--- config.mk ---
export PLATFORM = sky130hd
export DESIGN_NAME = seq_alu
export DESIGN_NICKNAME = d
export VERILOG_FILES = /design/src/rtl/seq_alu.sv
export SDC_FILE = /design/constraint.sdc
export NUM_CORES = 1
export LEC_CHECK = 0
export ABC_AREA = 1
export CORE_AREA = 2 2 174 176
export CTS_CLUSTER_DIAMETER = 60
export DETAILED_ROUTE_END_ITERATION = 8
export DIE_AREA = 0 0 176 178
export PLACE_DENSITY = 0.76
export SLEW_MARGIN = 10
export SYNTH_ARGS = -nofsm -noshare
export SYNTH_HDL_FRONTEND = slang
export SYNTH_SLANG_ARGS = --single-unit
--- constraint.sdc ---
create_clock -name in_Clk -period 8.6 [get_ports in_Clk]
set_input_delay 1.29 -clock in_Clk [delete_from_list [all_inputs] [get_ports in_Clk]]
set_output_delay 1.29 -clock in_Clk [all_outputs]
set_load 0.03 [all_outputs]
--- src/rtl/seq_alu.sv ---
// Registered ARM data-processing ALU with an iterative shift-add MUL/MLA path.
// Issue and result sides use valid/ready; one operation is in flight at a time.
module seq_alu #(
    parameter int WIDTH = 32,
    parameter int CNT_W = 6
) (
    input  logic             in_Clk,
    input  logic             in_Rst,
    input  logic             in_Valid,
    output logic             out_Ready,
    input  logic [WIDTH-1:0] in_Rn,
    input  logic [WIDTH-1:0] in_Op2,
    input  logic [WIDTH-1:0] in_Acc,
    input  logic             in_Barrel_carry,
    input  logic [3:0]       in_Opcode,
    input  logic             in_Mul,
    input  logic             in_Accumulate,
    input  logic [3:0]       in_CNZV,
    input  logic             in_Set_cond,
    output logic             out_Valid,
    input  logic             in_ResultReady,
    output logic [WIDTH-1:0] out_Y,
    output logic             out_WriteEn,
    output logic [3:0]       out_CNZV
);

    localparam logic [1:0] ST_IDLE = 2'd0;
    localparam logic [1:0] ST_MUL  = 2'd1;
    localparam logic [1:0] ST_DONE = 2'd2;

    logic [1:0]       state_q, state_d;
    logic [CNT_W-1:0] cnt_q, cnt_d;
    logic [WIDTH-1:0] mcand_q, mcand_d;
    logic [WIDTH-1:0] mplier_q, mplier_d;
    logic [WIDTH-1:0] sum_q, sum_d;
    logic [WIDTH-1:0] y_q, y_d;
    logic [3:0]       cnzv_q, cnzv_d;
    logic             we_q, we_d;
    logic             mset_q, mset_d;
    logic [3:0]       mflags_q, mflags_d;

    logic signed [WIDTH-1:0] add_a, add_b;
    logic                    add_cin;
    logic                    arith;
    logic [WIDTH-1:0]        logic_y;
    logic [WIDTH:0]          add_sum;
    logic [WIDTH-1:0]        alu_y;
    logic [3:0]              alu_cnzv;
    logic                    alu_we;
    logic [WIDTH-1:0]        mul_sum;

    function automatic logic signed_ovf(input logic signed [WIDTH-1:0] a,
                                        input logic signed [WIDTH-1:0] b,
                                        input logic signed [WIDTH-1:0] r);
        return ((a < 0) == (b < 0)) && ((r < 0) != (a < 0));
    endfunction

    // Subtractions reuse the adder: invert the subtrahend and feed 1 (or C) as carry-in.
    always_comb begin
        add_a   = in_Rn;
        add_b   = in_Op2;
        add_cin = 1'b0;
        arith   = 1'b1;
        case (in_Opcode)
            4'h2, 4'hA: begin add_b = ~in_Op2; add_cin = 1'b1; end
            4'h3:       begin add_a = in_Op2; add_b = ~in_Rn; add_cin = 1'b1; end
            4'h4, 4'hB: begin add_cin = 1'b0; end
            4'h5:       begin add_cin = in_CNZV[3]; end
            4'h6:       begin add_b = ~in_Op2; add_cin = in_CNZV[3]; end
            4'h7:       begin add_a = in_Op2; add_b = ~in_Rn; add_cin = in_CNZV[3]; end
            default:    begin arith = 1'b0; end
        endcase
    end

    always_comb begin
        logic_y = '0;
        case (in_Opcode)
            4'h0, 4'h8: logic_y = in_Rn & in_Op2;
            4'h1, 4'h9: logic_y = in_Rn ^ in_Op2;
            4'hC:       logic_y = in_Rn | in_Op2;
            4'hD:       logic_y = in_Op2;
            4'hE:       logic_y = in_Rn & ~in_Op2;
            4'hF:       logic_y = ~in_Op2;
            default:    logic_y = '0;
        endcase
    end

    assign add_sum = {1'b0, add_a} + {1'b0, add_b} + {{WIDTH{1'b0}}, add_cin};
    assign alu_y   = arith ? add_sum[WIDTH-1:0] : logic_y;
    assign alu_we  = (in_Opcode[3:2] != 2'b10);

    always_comb begin
        alu_cnzv = in_CNZV;
        if (in_Set_cond) begin
            if (arith)
                alu_cnzv = {add_sum[WIDTH], alu_y[WIDTH-1], (alu_y == '0),
                            signed_ovf(add_a, add_b, alu_y)};
            else
                alu_cnzv = {in_Barrel_carry, alu_y[WIDTH-1], (alu_y == '0), in_CNZV[0]};
        end
    end

    assign mul_sum = mplier_q[0] ? (sum_q + mcand_q) : sum_q;

    always_comb begin
        state_d  = state_q;
        cnt_d    = cnt_q;
        mcand_d  = mcand_q;
        mplier_d = mplier_q;
        sum_d    = sum_q;
        y_d      = y_q;
        cnzv_d   = cnzv_q;
        we_d     = we_q;
        mset_d   = mset_q;
        mflags_d = mflags_q;
        case (state_q)
            ST_IDLE: begin
                if (in_Valid) begin
                    if (in_Mul) begin
                        state_d  = ST_MUL;
                        cnt_d    = '0;
                        mcand_d  = in_Rn;
                        mplier_d = in_Op2;
                        // Seeding the partial sum with the addend makes MLA free.
                        sum_d    = in_Accumulate ? in_Acc : '0;
                        mset_d   = in_Set_cond;
                        mflags_d = in_CNZV;
                    end else begin
                        state_d = ST_DONE;
                        y_d     = alu_y;
                        cnzv_d  = alu_cnzv;
                        we_d    = alu_we;
                    end
                end
            end
            ST_MUL: begin
                sum_d    = mul_sum;
                mcand_d  = mcand_q << 1;
                mplier_d = mplier_q >> 1;
                cnt_d    = cnt_q + 1'b1;
                if (cnt_q == CNT_W'(WIDTH - 1)) begin
                    state_d = ST_DONE;
                    y_d     = mul_sum;
                    we_d    = 1'b1;
                    cnzv_d  = mset_q ? {mflags_q[3], mul_sum[WIDTH-1], (mul_sum == '0), mflags_q[0]}
                                     : mflags_q;
                end
            end
            ST_DONE: begin
                if (in_ResultReady)
                    state_d = ST_IDLE;
            end
            default: state_d = ST_IDLE;
        endcase
    end

    always_ff @(posedge in_Clk) begin
        if (in_Rst) begin
            state_q <= ST_IDLE;
            y_q     <= '0;
            cnzv_q  <= '0;
            we_q    <= 1'b0;
        end else begin
            state_q <= state_d;
            y_q     <= y_d;
            cnzv_q  <= cnzv_d;
            we_q    <= we_d;
        end
    end

    // Multiplier working registers are don't-care outside MUL, so they carry no reset.
    always_ff @(posedge in_Clk) begin
        cnt_q    <= cnt_d;
        mcand_q  <= mcand_d;
        mplier_q <= mplier_d;
        sum_q    <= sum_d;
        mset_q   <= mset_d;
        mflags_q <= mflags_d;
    end

    assign out_Ready   = (state_q == ST_IDLE);
    assign out_Valid   = (state_q == ST_DONE);
    assign out_Y       = y_q;
    assign out_CNZV    = cnzv_q;
    assign out_WriteEn = we_q;

endmodule

Word-level counts from Yosys, hierarchy flattened
Cells that the tools add are included.

word-level totals
  flip-flop bits (word level) = 146
  bits of input ports = 112
  output and inout bits = 39
  logic and storage cells = 106

operators by class
  add/subtract/negate cells = 4
  order comparisons = 3
  eq/ne operators = 26
  mux-type cells = 40
  bitwise logic cells = 6
  reductions and logical operators = 17

operator list
  kind                 number
  $mux 32              13
  $pmux 32 s2          5
  $pmux 32 s6          1
  $lt 32x1->1 const B  3
  $and 32x32->32       2
  $logic_not 32->1     2
  $not 32->32          2
  $add 32x32->33       1
  $add 33x1->33        1
  $add 32x32->32       1
  $eq 4x4->1 const B   8
  $or 32x32->32        1
  $xor 32x32->32       1
  $mux 4               5
  $eq 4x3->1 const B   4
  $mux 6               2
  $pmux 6 s2           1
  $reduce_and 3->1     3
  $reduce_or 3->1      3
  $eq 4x2->1 const B   2
  $mux 2               4
  $ne 2x2->1 const B   4
  $pmux 4 s2           1
  $reduce_or 8->1      1
  18 further kinds     25

Depth between registers and ports, before layout
Gate-level depths: netlist of the first run.

  depth in word-level cells = 14
  depth in mapped cells = 30
  mapped depth without buffers = 28

Worst setup path before layout of the first run
OpenSTA, ideal clock, no wires.

  kind = input to register
  start = input in_Opcode[0]
  end = register cnzv_q[1], in the netlist out_CNZV[1]
  setup time = 0.070 ns
  arrival time = 4.325 ns
  data required time = 8.530 ns
  slack = 4.205 ns
  stages on the path = 25
  path buffers = 3
  cell sequence = buf_2 > nand2_1 > nor2_1 > clkbuf_1 > clkbuf_1 > o21ai_0 > fa_1 > inv_1 > fa_1 > nand3_1 > nand2_1 > nand2_1 > nand2_1 > nand2_1 > nand2_1 > nand3_1 > a21oi_1 > nor2_1 > nor2_1 > nand2_1 > nor2_1 > nand3_1 > nand2_1 > nand3_1 > a21oi_1

between the ends
  cells in the longest elaborated chain, start to end = 12
  elaborated cells on any way between the ends = 37
  those cells by class = add/sub: 2; eq/ne: 15; mux: 11; reduce/logical: 9

RTL lines
  what                                                          line    text
  from (decl)                                                   15      input logic [3:0] in_Opcode,
  $eq 4x3->1, or another cell as far along                      64      case (in_Opcode)
  $reduce_or 3->1 (no line) or $reduce_or 2->1 (tied branches)  -
  $pmux 32 s2 or $mux 32 (tied branches)                        64
  $add 32x32->33                                                88      assign add_sum = {1'b0, add_a} + {1'b0, add_b} + {{WIDTH{1'b0}}, add_cin};
  $add 33x1->33                                                 88
  $mux 32 (*)                                                   89      assign alu_y = arith ? add_sum[WIDTH-1:0] : logic_y;
  $logic_not 32->1 (*)                                          96, 99
  $mux 4 (*)                                                    95      if (arith)
  $mux 4 (*)                                                    94      if (in_Set_cond) begin
  $mux 4 (*)                                                    119     if (in_Mul) begin
  $mux 4 (*)                                                    118     if (in_Valid) begin
  $pmux 4 s2 (*)                                                116     case (state_q)
  to (signal assigned)                                          166     cnzv_q <= cnzv_d;
  to (decl)                                                     37      logic [3:0] cnzv_q, cnzv_d;

Mark *: on every way between the ends. The rest lies on a longest branch, timed or not. The select of a mux whose other input is x is not followed.
A chain may end at the register's enable or synchronous reset.

Worst setup path after layout of the first run
Ends and elaborated chain as after synthesis.

==> impl_metrics.ini, run 1 <==
[logic_synthesis]
yosys.cell_types.count = 44
synth_top_area_share_pct = 22.1
synth_edf_count = 107
synth_area_per_cell_um2 = 6.17
synth_commonest_cells = nand2_1 (836), inv_1 (341), nand3_1 (200), o21ai_0 (167), nor2_1 (162)
synth_warnings = 0
syn_area_um2 = 14600
ys_top_cells_by_area = edfxtp_1 (22%), nand2_1 (22%), inv_1 (8.8%), ha_1 (8.2%), nand3_1 (6.9%)
synth-main-ff-cell = edfxtp_1
synth_nets = 2569
synth.most_common_cell = nand2_1
async_flop_share_pct = 0
synth_cells = 2359
synth-seq-cells = 146
yosysSeqAreaShare_pct = 27.4
post-synth-top-area-cell = edfxtp_1

[die]
core_area_um2 = 29400
dieArea_um2 = 31300
rows = 63
die_y_um = 178
start_util_pct = 49.5
io_pins = 151
die_x_um = 176

[power]
p_leak_uw = 0.00818
ir_drop_mv = 0.115
power_uw = 2980
powerDensity_nw_per_um2 = 176

[setup_path]
crit_path_max_fanout = 66
crit_required_ns = 8.96
end_kind = register
worst-setup-path-type = in -> reg
arrival_ns = 6.60
start_kind = input pin

[detailed_routing]
wirelength_um = 53700
dr.pass1.iters = 8
drtAntennaViolNets = 0
wl_per_cell_um = 18.8
drt_iter0_markers = 1727
num_vias = 16300
viasPerCell = 5.68
drc = 0

[clock_network]
clkSinkCount = 146
cts_tree = done
post_cts_buffers = 0
clk_pin_slew_ns = 0.07
cts_max_level = 4
ctsResizeCount = 0
clock_latency_ns = 0.45
cts.path.max_buffers = 2
cts_made_buffers = 17
cts_hold_buf = 0
cts_root_buffer = clkbuf_16

[finish]
fillers = 2998
nNetsFinal = 2670
drive_gt1_share_pct = 3.44
syn2layout_area_growth_pct = 16.3
insertedDiodeCount = 0
fin_area_um2 = 16900

[global_routing]
grt_pass1_vias = 14900
gr-usage-met1_pct = 49.3
grt_first_pass_wirelength_um = 82700
overflow = 0
antenna_found_initial = 3
grt_util_met2_pct = 53.6
grt_max_degree = 89
track_usage_pct = 34.2
grt.busiest_layer = met2
grt_use_met3_pct = 3.32

[placement]
dp_hpwl_um = 41900
placed_area_um2 = 16300
place_congestion = 0.991
place_ws_ns = 2.11
port_buffers = 150

[sta]
finalMaxSlewViolations = 0
tightest_slew_ns = 1.30
finClkSkew_ns = 0.0178
finalHoldViolations = 0
setup_viol = 0
finalWorstSetupSlack_ns = 2.37
fin_setup_tns_ns = 0
rsz0062_at_grt = false
whs_ns = 0.484
max_slew_margin_pct = 13.3
fmax_ghz = 0.161
period_needed_ns = 6.23
period_share_pct = 72.4

[run]
drv_cap = 0

[hold_path]
worstHoldPathType = reg -> reg

[outcome]
status = completed
==> routing by layer <==
| metal | up-vias | routed length, um |
|---|---|---|
| met1 | 7528 | 25000 |
| met3 | 91 | 3610 |
| met5 | - | 0 |
| li1 | 7932 | - |
| met2 | 699 | 23400 |
| met4 | 0 | 1710 |
==> worst max-delay path: stages <==
cell	delay (ns)
clkdlybuf4s50_1	0.66
nand2_1	0.18
nor2_4	0.10
buf_4	0.49
nor2_1	0.14
inv_1	0.83
o221ai_1	0.26
ha_1	0.46
nand2_1	0.10
inv_1	0.11
nand2_1	0.14
nor3_1	0.43
nand2_1	0.15
nand2_1	0.14
nand2_1	0.10
nand3_1	0.08
nand2_1	0.05
nand2_1	0.05
nand2_1	0.13
nor2_1	0.12
nand2_1	0.06
nor2_1	0.09
nand3_1	0.10
nand2_1	0.07
nand3_1	0.06
a21oi_1	0.18
==> sequential cells by signal (all words and copies together) (netlist names) <==
| name | count |
|---|---|
| mset_q | 1 |
| state_q | 2 |
| mplier_q | 32 |
| sum_q | 32 |
| out_CNZV | 4 |
| out_Y | 32 |
| mcand_q | 32 |
| mflags_q | 4 |
| cnt_q | 6 |
| out_WriteEn | 1 |
==> kinds of logic (layout without fill, tap and decap cells) <==
family / after synthesis / count (layout) / share of synthesized area [%]
buffers and inverters: 432 / 546 / 11.4
XOR/XNOR: 7 / 7 / 0.421
flip-flops: 146 / 146 / 27.4
AO/OA/AOI/OAI: 385 / 385 / 15.5
AND/OR/NAND/NOR: 1291 / 1291 / 36.7
adder cells (fa/ha/maj): 98 / 98 / 8.57
==> where the power goes <==
part,switching [uW],internal (uW)
Combinational,839,417
Clock,370,443
Sequential,49.5,860
==> cell type report <==
type	instances	area (um^2)	share of cell area, %
clock inverters	15	185	1.09
clock buffers	17	425	2.51
inverters	352	1320	7.81
well taps	390	488	2.88
repair buffers	162	1590	9.40
flip-flops and latches	146	3990	23.6
multi-input cells	1781	8930	52.7
==> worst paths after layout <==
kind | slack (ns) | start | cells past startpoint | endpoint
worst min-delay path | 0.48 | out_CNZV[0]$_SDFFE_PP0P_ | 2 | out_CNZV[0]$_SDFFE_PP0P_
worst min register to register | 0.48 | out_CNZV[0]$_SDFFE_PP0P_ | 2 | out_CNZV[0]$_SDFFE_PP0P_
worst max register to register | 5.35 | state_q[0]$_SDFFE_PP0P_ | 11 | out_Y[22]$_SDFFE_PP0P_
worst max-delay path | 2.37 | in_Opcode[0] | 26 | out_CNZV[1]$_SDFFE_PP0P_
==> per-stage QoR <==
stage	util [%]	instances
after floorplan	-	2359
after global placement	55.5	2831
after detailed placement	55.5	2831
after CTS	57.6	2863
after global routing	57.6	2863
final	57.6	2863
==> layout by cell type (no fill, tap or decap), drive strengths merged, types with 27 or more instances in the layout <==
cell type,netlist,final
o211ai,27,27
nand3,200,200
o221ai,40,40
dfxtp,39,39
ha,95,95
nand4,28,28
inv,345,354
o21ai,173,173
a21oi,96,96
nand2,837,837
edfxtp,107,107
clkdlybuf4s50,0,150
nor2,166,166
Power figures use the tool's default switching activity.
==> run 2, diff against run 1 <==
--- a/config.mk
+++ b/config.mk
@@ -10,7 +10,7 @@
 export CTS_CLUSTER_DIAMETER = 60
 export DETAILED_ROUTE_END_ITERATION = 8
 export DIE_AREA = 0 0 176 178
-export PLACE_DENSITY = 0.76
+export PLACE_DENSITY = 0.79
 export SLEW_MARGIN = 10
 export SYNTH_ARGS = -nofsm -noshare
 export SYNTH_HDL_FRONTEND = slang
==> constraint.sdc (replaced) <==
create_clock -name in_Clk -period 5.5 [get_ports in_Clk]
set_input_delay 0.825 -clock in_Clk [delete_from_list [all_inputs] [get_ports in_Clk]]
set_output_delay 0.825 -clock in_Clk [all_outputs]
set_load 0.03 [all_outputs]
==> run 2 against run 1 <==
Against the previous run: register-to-register slack got worse by 3.0 ns; combinational power increased by 56%; clock power increased by 49%; sequential power increased by 56%; first-iteration DRC count increased by 4.7%; non-clock buffer count increased by 6; clock skew decreased by 0.0063 ns; sequential share of layout area decreased by 0.064 points; critical path type unchanged.
==> impl_metrics.ini, run 2 (same netlist as run 1, synthesis figures left out) <==
[outcome]
status = completed

[finish]
syn2layout_area_growth_pct = 16.6
final_common_cell = nand2_1
final_cell_mix = nand2_1 (835), inv_1 (340), nand3_1 (200), o21ai_0 (167), nor2_1 (159)
drive_gt1_share_pct = 3.67
nNetsFinal = 2676
fin_cells = 2869
insertedDiodeCount = 0

[setup_path]
cpLargestDelayFamily = simple AND/OR/NAND/NOR gates
worst-setup-path-type = in -> reg
slowest_stage = clkdlybuf4s50_1
cp_common_cell = nand2_1
start_kind = input pin
crit_required_ns = 5.87
critPathMaxStageDelay_ns = 0.55
crit_path_max_fanout = 32
cp_num_buf_inv = 4
end_kind = register
arrival_ns = 5.11

[clock_network]
post_cts_buffers = 0
ctsResizeCount = 0
cts_max_level = 4
cts_tree = done
cts_made_buffers = 17
cts.path.max_buffers = 2
clock_latency_ns = 0.45
clk_pin_slew_ns = 0.07
clkSinkCount = 146
cts_hold_buf = 0
cts_root_buffer = clkbuf_16

[sta]
finalWorstSetupSlack_ns = 0.765
finalHoldViolations = 0
tightest_slew_ns = 1.27
period_share_pct = 86.1
period_needed_ns = 4.74
rsz0062_at_grt = false
fin_setup_tns_ns = 0
finClkSkew_ns = 0.0115
fmax_ghz = 0.211
finalMaxSlewViolations = 0
setup_viol = 0
max_slew_margin_pct = 15.2

[die]
core_area_um2 = 29400
io_pins = 151
start_util_pct = 49.5
rows = 63
dieArea_um2 = 31300
die_y_um = 178
die_x_um = 176

[global_routing]
gr-usage-met1_pct = 47.5
grt_max_degree = 106
track_usage_pct = 34.4
grt_pass1_vias = 15300
grt.busiest_layer = met2
grt_use_met3_pct = 3.94
grt_first_pass_wirelength_um = 82600
antenna_found_initial = 0
grt_util_met2_pct = 55.5
overflow = 0

[power]
ir_drop_mv = 0.210
powerDensity_nw_per_um2 = 271
p_leak_uw = 0.00821

[hold_path]
worstHoldPathType = reg -> reg

[detailed_routing]
drc = 0
wl_per_cell_um = 19.0
wirelength_um = 54500
drt_iter0_markers = 1809
num_vias = 16300
viasPerCell = 5.67
dr.pass1.iters = 6
drtAntennaViolNets = 0

[placement]
port_buffers = 150
dp.cells = 2837
dp_hpwl_um = 42300
place_ws_ns = 0.483
place_congestion = 0.956

[run]
drv_cap = 0
[run 2: cell types whose count changed in the layout (fill, tap and decap cells not counted), sizes merged]
cell | before | now
clkinv | 9 | 12
buf | 12 | 18
clkinvlp | 2 | 0
bufinv | 2 | 1
[run 2: routing by layer]
metal / vias to the layer above / share of wire [%]
li1: 7944 / -
met1: 7478 / 45
met2: 753 / 45
met3: 103 / 7.3
met4: 0 / 3.4
met5: - / 0
[run 2: layout make-up]
class                   count  area [um^2]
well taps                 390          488
inverters                 352         1320
fillers                  2886        12400
repair buffers            168         1660
multi-input cells        1781         8930
clock inverters            15          161
clock buffers              17          425
flip-flops and latches    146         3990
[run 2: final timing paths]
path                                               start  slack, ns  cells past startpoint                        to
worst max-delay path                        in_Opcode[0]       0.76                     27  out_CNZV[1]$_SDFFE_PP0P_
worst min-delay path            out_CNZV[0]$_SDFFE_PP0P_       0.48                      2  out_CNZV[0]$_SDFFE_PP0P_
worst max register to register     mplier_q[0]$_DFFE_PP_       2.31                     15  out_CNZV[1]$_SDFFE_PP0P_
worst min register to register  out_CNZV[0]$_SDFFE_PP0P_       0.48                      2  out_CNZV[0]$_SDFFE_PP0P_
[run 2: power breakdown]
| part | switching [uW] | internal, uW |
|---|---|---|
| Combinational | 1310 | 659 |
| Clock | 562 | 645 |
| Sequential | 79.4 | 1340 |
| Total | 1950 | 2650 |
[run 2: stage by stage]
step	instance area [um^2]	utilization, %	hold WS [ns]	total power [uW]
floorplan	14600	-	0.500	2730
global route	17000	57.8	0.507	4870
finish	17000	57.8	0.482	4600
detailed placement	16400	55.8	0.474	3370
global placement	16400	55.8	0.453	3340
CTS	17000	57.8	0.472	4580
[run 2: worst register-to-register path: cells and delay by family, from the launching register on]
family,cells,cell delay (ns)
AOI/OAI and AO/OA,3,0.52
buffers and inverters,2,1.07
and+or+nand+nor,10,1.22
DFF,1,0.33
==> run 3, diff against run 2 <==
--- a/config.mk
+++ b/config.mk
@@ -6,11 +6,11 @@
 export NUM_CORES = 1
 export LEC_CHECK = 0
 export ABC_AREA = 1
-export CORE_AREA = 2 2 174 176
+export CORE_AREA = 2 2 228 230
 export CTS_CLUSTER_DIAMETER = 60
 export DETAILED_ROUTE_END_ITERATION = 8
-export DIE_AREA = 0 0 176 178
-export PLACE_DENSITY = 0.79
+export DIE_AREA = 0 0 230 232
+export PLACE_DENSITY = 0.53
 export SLEW_MARGIN = 10
 export SYNTH_ARGS = -nofsm -noshare
 export SYNTH_HDL_FRONTEND = slang
==> run 3 against run 2 <==
Against the previous run: register-to-register slack got worse by 0.02 ns; maximum frequency fell by 3.7%; count of clock-buffer cells in the layout increased by 4; clock skew is 0.0080 ns higher; critical endpoint unchanged; largest cell class unchanged; largest power group unchanged.
==> impl_metrics.ini, run 3 (same netlist as run 1, synthesis figures left out) <==
[finish]
final_cell_mix = nand2_1 (835), inv_1 (340), nand3_1 (200), o21ai_0 (167), nor2_1 (159)
fillers = 5670
fin_cells = 3162
final_common_cell = nand2_1
syn2layout_area_growth_pct = 19.1
final-seq-area_um2 = 3990
fin_area_um2 = 17300
drive_gt1_share_pct = 3.71
nNetsFinal = 2679
multi_input_area_um2 = 8930
insertedDiodeCount = 0

[power]
powerDensity_nw_per_um2 = 266
p_switching_uw = 1960
p_comb_share_pct = 43.4
p_leak_uw = 0.00820
p_clk_share_pct = 25.6
p_sw_share_pct = 42.5
p_seq_share_pct = 31.0
p_int_uw = 2650
ir_drop_mv = 0.210

[sta]
finalHoldViolations = 0
setup_viol = 0
tightest_slew_ns = 0.825
period_needed_ns = 4.92
rsz0062_at_grt = false
period_share_pct = 89.4
fin_setup_tns_ns = 0
finClkSkew_ns = 0.0195
finalMaxSlewViolations = 0
max_slew_margin_pct = 44.8
fmax_ghz = 0.203

[die]
io_pins = 151
start_util_pct = 28.6
die_x_um = 230
rows = 83
die_y_um = 232
dieArea_um2 = 53400
core_area_um2 = 50900

[setup_path]
worst-setup-path-type = in -> reg
arrival_ns = 5.33
cp_common_cell = nand2_1
start_kind = input pin
slowest_stage = clkdlybuf4s50_1
critPathMaxStageDelay_ns = 0.57
cp_num_buf_inv = 5
end_kind = register
crit_required_ns = 5.91
cpLargestDelayFamily = simple AND/OR/NAND/NOR gates
crit_path_max_fanout = 23

[global_routing]
grt_pass1_vias = 15100
track_usage_pct = 22.2
antenna_found_initial = 0
overflow = 0
grt_first_pass_wirelength_um = 90100
grt_max_degree = 170

[clock_network]
clock_latency_ns = 0.49
cts_hold_buf = 0
cts_max_level = 4
cts.path.max_buffers = 2
cts_tree = done
post_cts_buffers = 0
clkSinkCount = 146
clk_pin_slew_ns = 0.06
cts_root_buffer = clkbuf_16
ctsResizeCount = 0
cts_made_buffers = 17

[outcome]
status = completed

[placement]
placed_area_um2 = 16800
port_buffers = 150
place_congestion = 0.953
dp_hpwl_um = 47300
dp.cells = 3130

[hold_path]
worstHoldPathType = reg -> reg

[detailed_routing]
viasPerCell = 5.04
wl_per_cell_um = 18.9
drt_iter0_markers = 1393
drtAntennaViolNets = 0
wirelength_um = 59700
num_vias = 15900
dr.pass1.iters = 6
drc = 0

[run]
drv_cap = 0
-- run 3: power by group through the flow --
stage	combinational (uW)	sequential (uW)	clock, uW
final	2000	1430	1180
after global routing	2230	1440	1250
after CTS	1990	1430	1210
after detailed placement	1980	1450	0
after global placement	1970	1450	0
after floorplan	1230	1500	0
-- run 3: cell type report --
type	count	share of cell area, %
Inverter	352	7.63
Tap cell	680	4.91
Sequential cell	146	23.0
Multi-Input combinational cell	1781	51.5
Clock inverter	11	0.584
Clock buffer	21	2.65
Timing Repair Buffer	171	9.71
-- run 3: routing by layer --
layer,GRT usage [%],share of wire (%),up-vias
li1,-,-,7954
met1,30.9,47,7373
met2,35.3,44,527
met3,2.46,5.3,73
met4,8.55,3.2,0
met5,0,0,-
-- run 3: worst paths after layout --
check / start / endpoint / slack (ns) / cells after the start
worst min-delay path: out_CNZV[0]$_SDFFE_PP0P_ / out_CNZV[0]$_SDFFE_PP0P_ / 0.47 / 2
worst max-delay path: in_Opcode[0] / out_CNZV[1]$_SDFFE_PP0P_ / 0.58 / 27
worst min register to register: out_CNZV[0]$_SDFFE_PP0P_ / out_CNZV[0]$_SDFFE_PP0P_ / 0.47 / 2
worst max register to register: sum_q[0]$_DFFE_PP_ / out_CNZV[1]$_SDFFE_PP0P_ / 2.29 / 18
-- run 3: per-stage QoR --
| step | setup WS, ns | total power, uW | hold WS (ns) | utilization, % |
|---|---|---|---|---|
| 6_report | 0.582 | 4610 | 0.468 | 34.1 |
| 5_1_grt | 0.155 | 4930 | 0.507 | 34.1 |
| 2_1_floorplan | 1.57 | 2730 | 0.500 | - |
| 3_3_place_gp | 0.132 | 3420 | 0.465 | 33.0 |
| 3_5_place_dp | 0.116 | 3430 | 0.462 | 33.0 |
| 4_1_cts | 0.613 | 4630 | 0.472 | 34.1 |
-- run 3: worst reg2reg max path, stage by stage, from the launching register on --
cell and delay (ns):
edfxtp_1 0.36, ha_1 0.22, inv_1 0.07, fa_1 0.37, inv_1 0.17, nand3_1 0.12, nand2_1 0.15, nand2_1 0.08
nand2_1 0.14, nand3_1 0.17, nand4_1 0.14, nand3_1 0.16, nand2_1 0.10, nand2_1 0.05, nor2_1 0.18, nand3_1 0.11
o21bai_1 0.31, nand3_1 0.12, a21oi_1 0.13
